File: config.mk
export PLATFORM = sky130hd
export DESIGN_NAME = exu_wbu_stage
export DESIGN_NICKNAME = d
export VERILOG_FILES = /design/src/rtl/exu_wbu_stage_pkg.sv /design/src/rtl/exu_wbu_stage_skid.sv /design/src/rtl/exu_wbu_stage.sv
export SDC_FILE = /design/constraint.sdc
export NUM_CORES = 1
export LEC_CHECK = 0
export CELL_PAD_IN_SITES_DETAIL_PLACEMENT = 1
export CELL_PAD_IN_SITES_GLOBAL_PLACEMENT = 1
export CORE_ASPECT_RATIO = 1.2
export CORE_MARGIN = 2
export CORE_UTILIZATION = 37
export DETAILED_ROUTE_END_ITERATION = 6
export PLACE_DENSITY_LB_ADDON = 0.1
export SLEW_MARGIN = 20
export SYNTH_ARGS = -nofsm -noshare
export SYNTH_HDL_FRONTEND = slang
export SYNTH_SLANG_ARGS = --single-unit
File: constraint.sdc
create_clock -name clk_i -period 4.2 [get_ports clk_i]
set_clock_uncertainty 0.1 [all_clocks]
set_input_delay 0.63 -clock clk_i [delete_from_list [all_inputs] [get_ports clk_i]]
set_output_delay 0.63 -clock clk_i [all_outputs]
set_load 0.03 [all_outputs]
File: src/rtl/exu_wbu_stage_pkg.sv
// ---------------------------------------------------------------------------
// exu_wbu_stage_pkg
// Shared definitions for the execute-to-writeback stage:
//   XLEN / RADDR_W   default datapath and register-index widths
//   wb_entry_t       one register-writeback entry {rd_addr, wen, data}
//   ST_EMPTY/BUSY/FULL  handshake FSM encoding used by 2-entry skid buffers
// ---------------------------------------------------------------------------
package exu_wbu_stage_pkg;

    localparam int XLEN    = 32;
    localparam int RADDR_W = 5;

    typedef struct packed {
        logic [RADDR_W-1:0] rd_addr;
        logic               wen;
        logic [XLEN-1:0]    data;
    } wb_entry_t;

    // Occupancy of a 2-entry skid buffer.
    localparam logic [1:0] ST_EMPTY = 2'd0;
    localparam logic [1:0] ST_BUSY  = 2'd1;
    localparam logic [1:0] ST_FULL  = 2'd2;

endpackage

File: src/rtl/exu_wbu_stage_skid.sv
// ---------------------------------------------------------------------------
// wb_skid_buffer
// Generic 2-entry valid/ready skid buffer carrying wb_entry_t.
// Ports:
//   clk_i, rst_i        clock, asynchronous active-high reset
//   in_valid_i/in_ready_o/in_entry_i    upstream handshake + payload
//   out_valid_o/out_ready_i/out_entry_o downstream handshake + head entry
// in_ready_o is a flop: it only reflects the occupancy after the last edge,
// so there is no combinational path from out_ready_i back upstream.
// ---------------------------------------------------------------------------
module wb_skid_buffer
    import exu_wbu_stage_pkg::*;
(
    input  logic      clk_i,
    input  logic      rst_i,
    input  logic      in_valid_i,
    output logic      in_ready_o,
    input  wb_entry_t in_entry_i,
    output logic      out_valid_o,
    input  logic      out_ready_i,
    output wb_entry_t out_entry_o
);

    logic [1:0] state_q, state_d;
    wb_entry_t  main_q, main_d;
    wb_entry_t  skid_q, skid_d;
    logic       in_ready_q, in_ready_d;
    logic       in_fire, out_fire;

    assign in_ready_o  = in_ready_q;
    assign out_valid_o = (state_q != ST_EMPTY);
    assign out_entry_o = main_q;

    always_comb begin
        state_d    = state_q;
        main_d     = main_q;
        skid_d     = skid_q;
        in_fire    = in_valid_i & in_ready_q;
        out_fire   = (state_q != ST_EMPTY) & out_ready_i;
        case (state_q)
            ST_EMPTY: begin
                if (in_fire) begin
                    main_d  = in_entry_i;
                    state_d = ST_BUSY;
                end
            end
            ST_BUSY: begin
                if (in_fire && out_fire) begin
                    main_d = in_entry_i;
                end else if (in_fire) begin
                    // Head is stalled: park the newcomer behind it.
                    skid_d  = in_entry_i;
                    state_d = ST_FULL;
                end else if (out_fire) begin
                    state_d = ST_EMPTY;
                end
            end
            ST_FULL: begin
                if (out_fire) begin
                    main_d  = skid_q;
                    state_d = ST_BUSY;
                end
            end
            default: state_d = ST_EMPTY;
        endcase
        in_ready_d = (state_d != ST_FULL);
    end

    always_ff @(posedge clk_i or posedge rst_i) begin
        if (rst_i) begin
            state_q    <= ST_EMPTY;
            main_q     <= '0;
            skid_q     <= '0;
            in_ready_q <= 1'b1;
        end else begin
            state_q    <= state_d;
            main_q     <= main_d;
            skid_q     <= skid_d;
            in_ready_q <= in_ready_d;
        end
    end

endmodule

File: src/rtl/exu_wbu_stage.sv
// ---------------------------------------------------------------------------
// exu_wbu_stage
// Execute-to-writeback stage. Computes the jal/jalr link value and the
// redirect target, registers a one-cycle PC redirect pulse, kills the
// wrong-path instruction that arrives while that pulse is high, and forwards
// writeback entries to the WBU through a 2-entry skid buffer.
// Ports:
//   clk_i, rst_i                         clock, async active-high reset
//   in_valid_i / in_ready_o              upstream handshake
//   pc_i, imm_i, rs1_data_i, rd_data_i   operands / ALU result
//   pc_imm_ctrl_i, jal_ctrl_i, jalr_ctrl_i  control-flow decode
//   rd_addr_i, rd_wen_i                  destination register
//   out_valid_o / out_ready_i            WBU handshake
//   out_rd_addr_o, out_rd_wen_o, out_rd_data_o  head writeback entry
//   redirect_valid_o, redirect_pc_o      PC redirect pulse + target
// ---------------------------------------------------------------------------
module exu_wbu_stage
    import exu_wbu_stage_pkg::*;
#(
    parameter int XLEN         = 32,
    parameter int RADDR_W      = 5,
    parameter int RESET_PC_NOP = 0
) (
    input  logic               clk_i,
    input  logic               rst_i,
    input  logic               in_valid_i,
    output logic               in_ready_o,
    input  logic [XLEN-1:0]    pc_i,
    input  logic [XLEN-1:0]    imm_i,
    input  logic [XLEN-1:0]    rs1_data_i,
    input  logic [XLEN-1:0]    rd_data_i,
    input  logic               pc_imm_ctrl_i,
    input  logic               jal_ctrl_i,
    input  logic               jalr_ctrl_i,
    input  logic [RADDR_W-1:0] rd_addr_i,
    input  logic               rd_wen_i,
    output logic               out_valid_o,
    input  logic               out_ready_i,
    output logic [RADDR_W-1:0] out_rd_addr_o,
    output logic               out_rd_wen_o,
    output logic [XLEN-1:0]    out_rd_data_o,
    output logic               redirect_valid_o,
    output logic [XLEN-1:0]    redirect_pc_o
);

    // Reserved parameter, intentionally without functional effect.
    if (RESET_PC_NOP != 0) begin : g_reset_pc_nop_reserved
    end

    logic            redirect_valid_q, redirect_valid_d;
    logic [XLEN-1:0] redirect_pc_q, redirect_pc_d;
    logic            in_fire;
    logic            push_valid;
    logic            is_redirect;
    logic [XLEN-1:0] link_pc;
    logic [XLEN-1:0] target_pc;
    wb_entry_t       in_entry;
    wb_entry_t       head_entry;

    assign in_fire = in_valid_i & in_ready_o;

    // The instruction right behind a redirect is on the wrong path: it is
    // handshaken upstream (ready is honoured) but never reaches the buffer.
    assign push_valid = in_valid_i & ~redirect_valid_q;

    always_comb begin
        link_pc     = pc_i + XLEN'(4);
        is_redirect = jal_ctrl_i | jalr_ctrl_i | pc_imm_ctrl_i;
        // jalr wins over jal/branch; jal and branch share pc+imm.
        if (jalr_ctrl_i) begin
            target_pc = (rs1_data_i + imm_i) & ~XLEN'(1);
        end else begin
            target_pc = pc_i + imm_i;
        end

        in_entry.rd_addr = rd_addr_i;
        in_entry.wen     = rd_wen_i & (rd_addr_i != '0);
        in_entry.data    = (jal_ctrl_i | jalr_ctrl_i) ? link_pc : rd_data_i;

        redirect_valid_d = in_fire & ~redirect_valid_q & is_redirect;
        redirect_pc_d    = redirect_valid_d ? target_pc : redirect_pc_q;
    end

    always_ff @(posedge clk_i or posedge rst_i) begin
        if (rst_i) begin
            redirect_valid_q <= 1'b0;
            redirect_pc_q    <= '0;
        end else begin
            redirect_valid_q <= redirect_valid_d;
            redirect_pc_q    <= redirect_pc_d;
        end
    end

    wb_skid_buffer u_skid (
        .clk_i       (clk_i),
        .rst_i       (rst_i),
        .in_valid_i  (push_valid),
        .in_ready_o  (in_ready_o),
        .in_entry_i  (in_entry),
        .out_valid_o (out_valid_o),
        .out_ready_i (out_ready_i),
        .out_entry_o (head_entry)
    );

    assign out_rd_addr_o    = head_entry.rd_addr;
    assign out_rd_wen_o     = head_entry.wen;
    assign out_rd_data_o    = head_entry.data;
    assign redirect_valid_o = redirect_valid_q;
    assign redirect_pc_o    = redirect_pc_q;

endmodule

==> flow_metrics.env <==
export IMPL_outcome="complete, no violations"
export IMPL_static_leakage_power_uw=0.00498
export IMPL_power_share_switching=0.425
export IMPL_synth_seq_area_share=0.318
export IMPL_rsz0062_at_grt="false"
export IMPL_synthArstFlopShare=1.00
export IMPL_top_signal_layer_used="met4"
export IMPL_die_h_um=173
export IMPL_antenna_left=0
export IMPL_numPlacedInstances=1555
export IMPL_max_slew_margin_rel=0.455
export IMPL_post_route_cells_drive_above_1_share=0.0693
export IMPL_grt_overflow_total=0
export IMPL_clock_root_buffer="sky130_fd_sc_hd__clkbuf_16"
export IMPL_holdCritPathClass="reg2reg"
export IMPL_die_area_um2=25100
export IMPL_postSynthNetCount=1271
export IMPL_timing_setup_critical_path_class="in2reg"
export IMPL_synthesis_instances=1066
export IMPL_grt_total_usage=0.234
export IMPL_fin_ws_ns=0.564
export IMPL_synth_top_cells_by_count="143 x sky130_fd_sc_hd__nand2_1, 111 x sky130_fd_sc_hd__dfrtp_1, 106 x sky130_fd_sc_hd__a21oi_1, 104 x sky130_fd_sc_hd__nor2_1, 85 x sky130_fd_sc_hd__o21ai_0"
export IMPL_cts_max_path_buffers=2
export IMPL_worstSkewPairLatency_ns=0.36
export IMPL_power_share_clock=0.157
export IMPL_floorplan_initialDensity=0.379
export IMPL_tightest_hold_margin_ns=0.383
export IMPL_route_met3_wl_um=859
export IMPL_cts_setup_buffers=0
export IMPL_place_hpwl_um=23500
export IMPL_grt_pass1_vias=8842
export IMPL_final_cell_count_no_fill=1572
export IMPL_die_w_um=145
export IMPL_placementRows=61
export IMPL_route_met2_wl_um=14100
export IMPL_grt_max_degree=60
export IMPL_setup_total_negative_slack_ns=0
export IMPL_finish_utilization=0.499
export IMPL_timing_reg2reg_setup_slack_ns=1.64
export IMPL_placeableCoreArea_um2=23300
export IMPL_io_pin_count=214
export IMPL_cellPowerDensity_nw_per_um2=487
export IMPL_route_detailed_wl_per_inst_um=18.7
export IMPL_synth_edf_count=0
export IMPL_wirelength_um=29300
export IMPL_timing_final_crit_period_ns=3.64
export IMPL_numCtsBuffers=9
export IMPL_antenna_found_initial=1
export IMPL_mappedNetlistArea_um2=8830
export IMPL_max_freq_mhz=275
export IMPL_fillers=2767
export IMPL_start_kind="input port"
export IMPL_drc_violations_left=0
export IMPL_gp_congestion=0.822
export IMPL_sequential_share_of_power=0.325
export IMPL_post_cts_hold_buffer_count=0
export IMPL_yosysWarningCount=0
export IMPL_vias=8425
export IMPL_power_report_internal_total_uw=3250
export IMPL_critPathCaptureType="register"
export IMPL_syn_area_per_cell_um2=8.28
export IMPL_finalCritPeriodShare=0.866
export IMPL_number_of_distinct_library_cell_variants_in_the_gate_level_netlist_after_synthesis=66
export IMPL_clk_pin_slew_ns=0.09
export IMPL_cp_arrival_ns=3.80
export IMPL_drt_iter0_markers=285
export IMPL_cap_viol_max_count=0
export IMPL_multi_input_comb_area_um2=5770
export IMPL_synthDominantCellAreaShare=0.315
export IMPL_post_drt_via_cell_ratio=5.36
export IMPL_nets=1456
export IMPL_power_net_switching_uw=2400
export IMPL_ys_seq_elements=112
export IMPL_worst_path_max_fanout=4
export IMPL_synth_largest_area_cell="sky130_fd_sc_hd__dfrtp_1"
export IMPL_cts_tree="yes"
export IMPL_report_final_setup_viol=0
export IMPL_ctsHtreeMaxLevel=3
export IMPL_final_seq_area_um2=2800
export IMPL_first_pass_grt_wire_length_um=47200
export IMPL_required_ns=4.37
export IMPL_maxSlewViolCount=0
export IMPL_netlist_top_cells_area="sky130_fd_sc_hd__dfrtp_1 31%, sky130_fd_sc_hd__ha_1 8.8%, sky130_fd_sc_hd__nand2_1 6.1%, sky130_fd_sc_hd__a21oi_1 6.0%, sky130_fd_sc_hd__o21ai_0 4.8%"
export IMPL_postSynth_topFlopCell="sky130_fd_sc_hd__dfrtp_1"
export IMPL_yosys_cell_count_top_type="sky130_fd_sc_hd__nand2_1"
export IMPL_p_comb_frac=0.518
export IMPL_m1_wl_um=13700
export IMPL_buffer_ports_inserted=213
export IMPL_postCtsResizedCells=0
export IMPL_tightest_slew_ns=0.815
export IMPL_hold_violations=0
export IMPL_clkSinkCount=112
export IMPL_preCtsSetupSlack_ns=0.145
export IMPL_drtPass1Iterations=4
export IMPL_ir_drop_mv=0.188
export IMPL_layout_area_overhead_vs_synth_pct=31.6
-- path summary, 6_finish.rpt --
path / from / endpoint / cells after the start
worst max-delay path: pc_i[0] / redirect_pc_o[30] / 11
worst min-delay path: u_skid.skid_q[1] / u_skid.skid_q[1] / 2
worst max register to register: u_skid.in_ready_o / u_skid.out_entry_o[31] / 7
worst min register to register: u_skid.skid_q[1] / u_skid.skid_q[1] / 2
max in group asynchronous: rst_i / u_skid.in_ready_o / 3
min in group asynchronous: rst_i / u_skid.out_entry_o[3] / 2
-- state kept, by name, summed over array words and instances, names as in the netlist --
register            flops
redirect_pc_o          32
u_skid.out_entry_o     38
u_skid.state_q          2
u_skid.skid_q          38
redirect_valid_o        1
u_skid.in_ready_o       1
-- worst max-delay path, stage by stage --
cell	delay (ns)
sky130_fd_sc_hd__clkdlybuf4s50_1	0.44
sky130_fd_sc_hd__ha_1	0.26
sky130_fd_sc_hd__fa_1	0.43
sky130_fd_sc_hd__a211oi_1	0.38
sky130_fd_sc_hd__o21ai_1	0.20
sky130_fd_sc_hd__a32oi_1	0.35
sky130_fd_sc_hd__o211ai_1	0.26
sky130_fd_sc_hd__o41ai_2	0.37
sky130_fd_sc_hd__nor2_1	0.10
sky130_fd_sc_hd__o21a_1	0.18
sky130_fd_sc_hd__a211oi_1	0.20
-- layer usage --
| metal | up-vias | track usage |
|---|---|---|
| met5 | - | 0 |
| met2 | 165 | 0.402 |
| met1 | 4031 | 0.312 |
| li1 | 4199 | - |
| met4 | 0 | 0.0615 |
| met3 | 30 | 0.0282 |
-- logic make-up after synthesis --
| kind of cell | count (synthesis) | share of synthesized area |
|---|---|---|
| and+or+nand+nor | 354 | 0.183 |
| AOI/OAI and AO/OA | 333 | 0.234 |
| DFF | 112 | 0.318 |
| xor gates and xnor gates | 78 | 0.0774 |
| buffers and inverters | 72 | 0.0309 |
| adders and majority gates | 64 | 0.0924 |
| muxes | 53 | 0.0641 |
-- power groups by stage --
stage	clock network, uW	registers, uW	logic [uW]
CTS	913	1850	2960
finish	887	1840	2930
global placement	0	1840	2890
global route	953	1900	3180
floorplan	0	2410	1160
detailed placement	0	1870	2940
-- stage by stage --
step | cell area (um2) | total power [uW]
CTS | 11600 | 5720
detailed placement | 11300 | 4810
finish | 11600 | 5660
global route | 11600 | 6030
floorplan | 8830 | 3580
global placement | 11300 | 4730
-- cell type report --
| cell class | count | area share |
|---|---|---|
| Multi-Input combinational cell | 882 | 0.497 |
| Sequential cell | 112 | 0.241 |
| Timing Repair Buffer | 228 | 0.196 |
| Tap cell | 315 | 0.0339 |
| Clock buffer | 10 | 0.0197 |
| Inverter | 18 | 0.00603 |
| Clock inverter | 6 | 0.00539 |
| Antenna cell | 1 | 0.000215 |
-- cell usage in the layout (no fill, tap or decap), types with 5 or more instances in the layout --
master / instances
sky130_fd_sc_hd__or3_1: 6
sky130_fd_sc_hd__o21ai_0: 85
sky130_fd_sc_hd__o211ai_1: 7
sky130_fd_sc_hd__nor3_1: 11
sky130_fd_sc_hd__and2_1: 8
sky130_fd_sc_hd__xnor2_1: 46
sky130_fd_sc_hd__dfrtp_1: 111
sky130_fd_sc_hd__and3_1: 13
sky130_fd_sc_hd__xor2_1: 32
sky130_fd_sc_hd__inv_1: 17
sky130_fd_sc_hd__mux2i_1: 28
sky130_fd_sc_hd__or2_2: 9
sky130_fd_sc_hd__nand4_1: 16
sky130_fd_sc_hd__o21bai_1: 6
sky130_fd_sc_hd__nand2_1: 142
sky130_fd_sc_hd__a21oi_1: 106
sky130_fd_sc_hd__mux2_2: 24
sky130_fd_sc_hd__ha_1: 62
sky130_fd_sc_hd__o22ai_1: 5
sky130_fd_sc_hd__a21o_1: 32
sky130_fd_sc_hd__clkbuf_16: 9
sky130_fd_sc_hd__a31oi_1: 22
sky130_fd_sc_hd__nor2_1: 103
sky130_fd_sc_hd__clkdlybuf4s50_1: 212
sky130_fd_sc_hd__nand3_1: 19
sky130_fd_sc_hd__o21a_1: 11
sky130_fd_sc_hd__buf_4: 12
sky130_fd_sc_hd__a211oi_1: 12
Power figures use the tool's default switching activity.
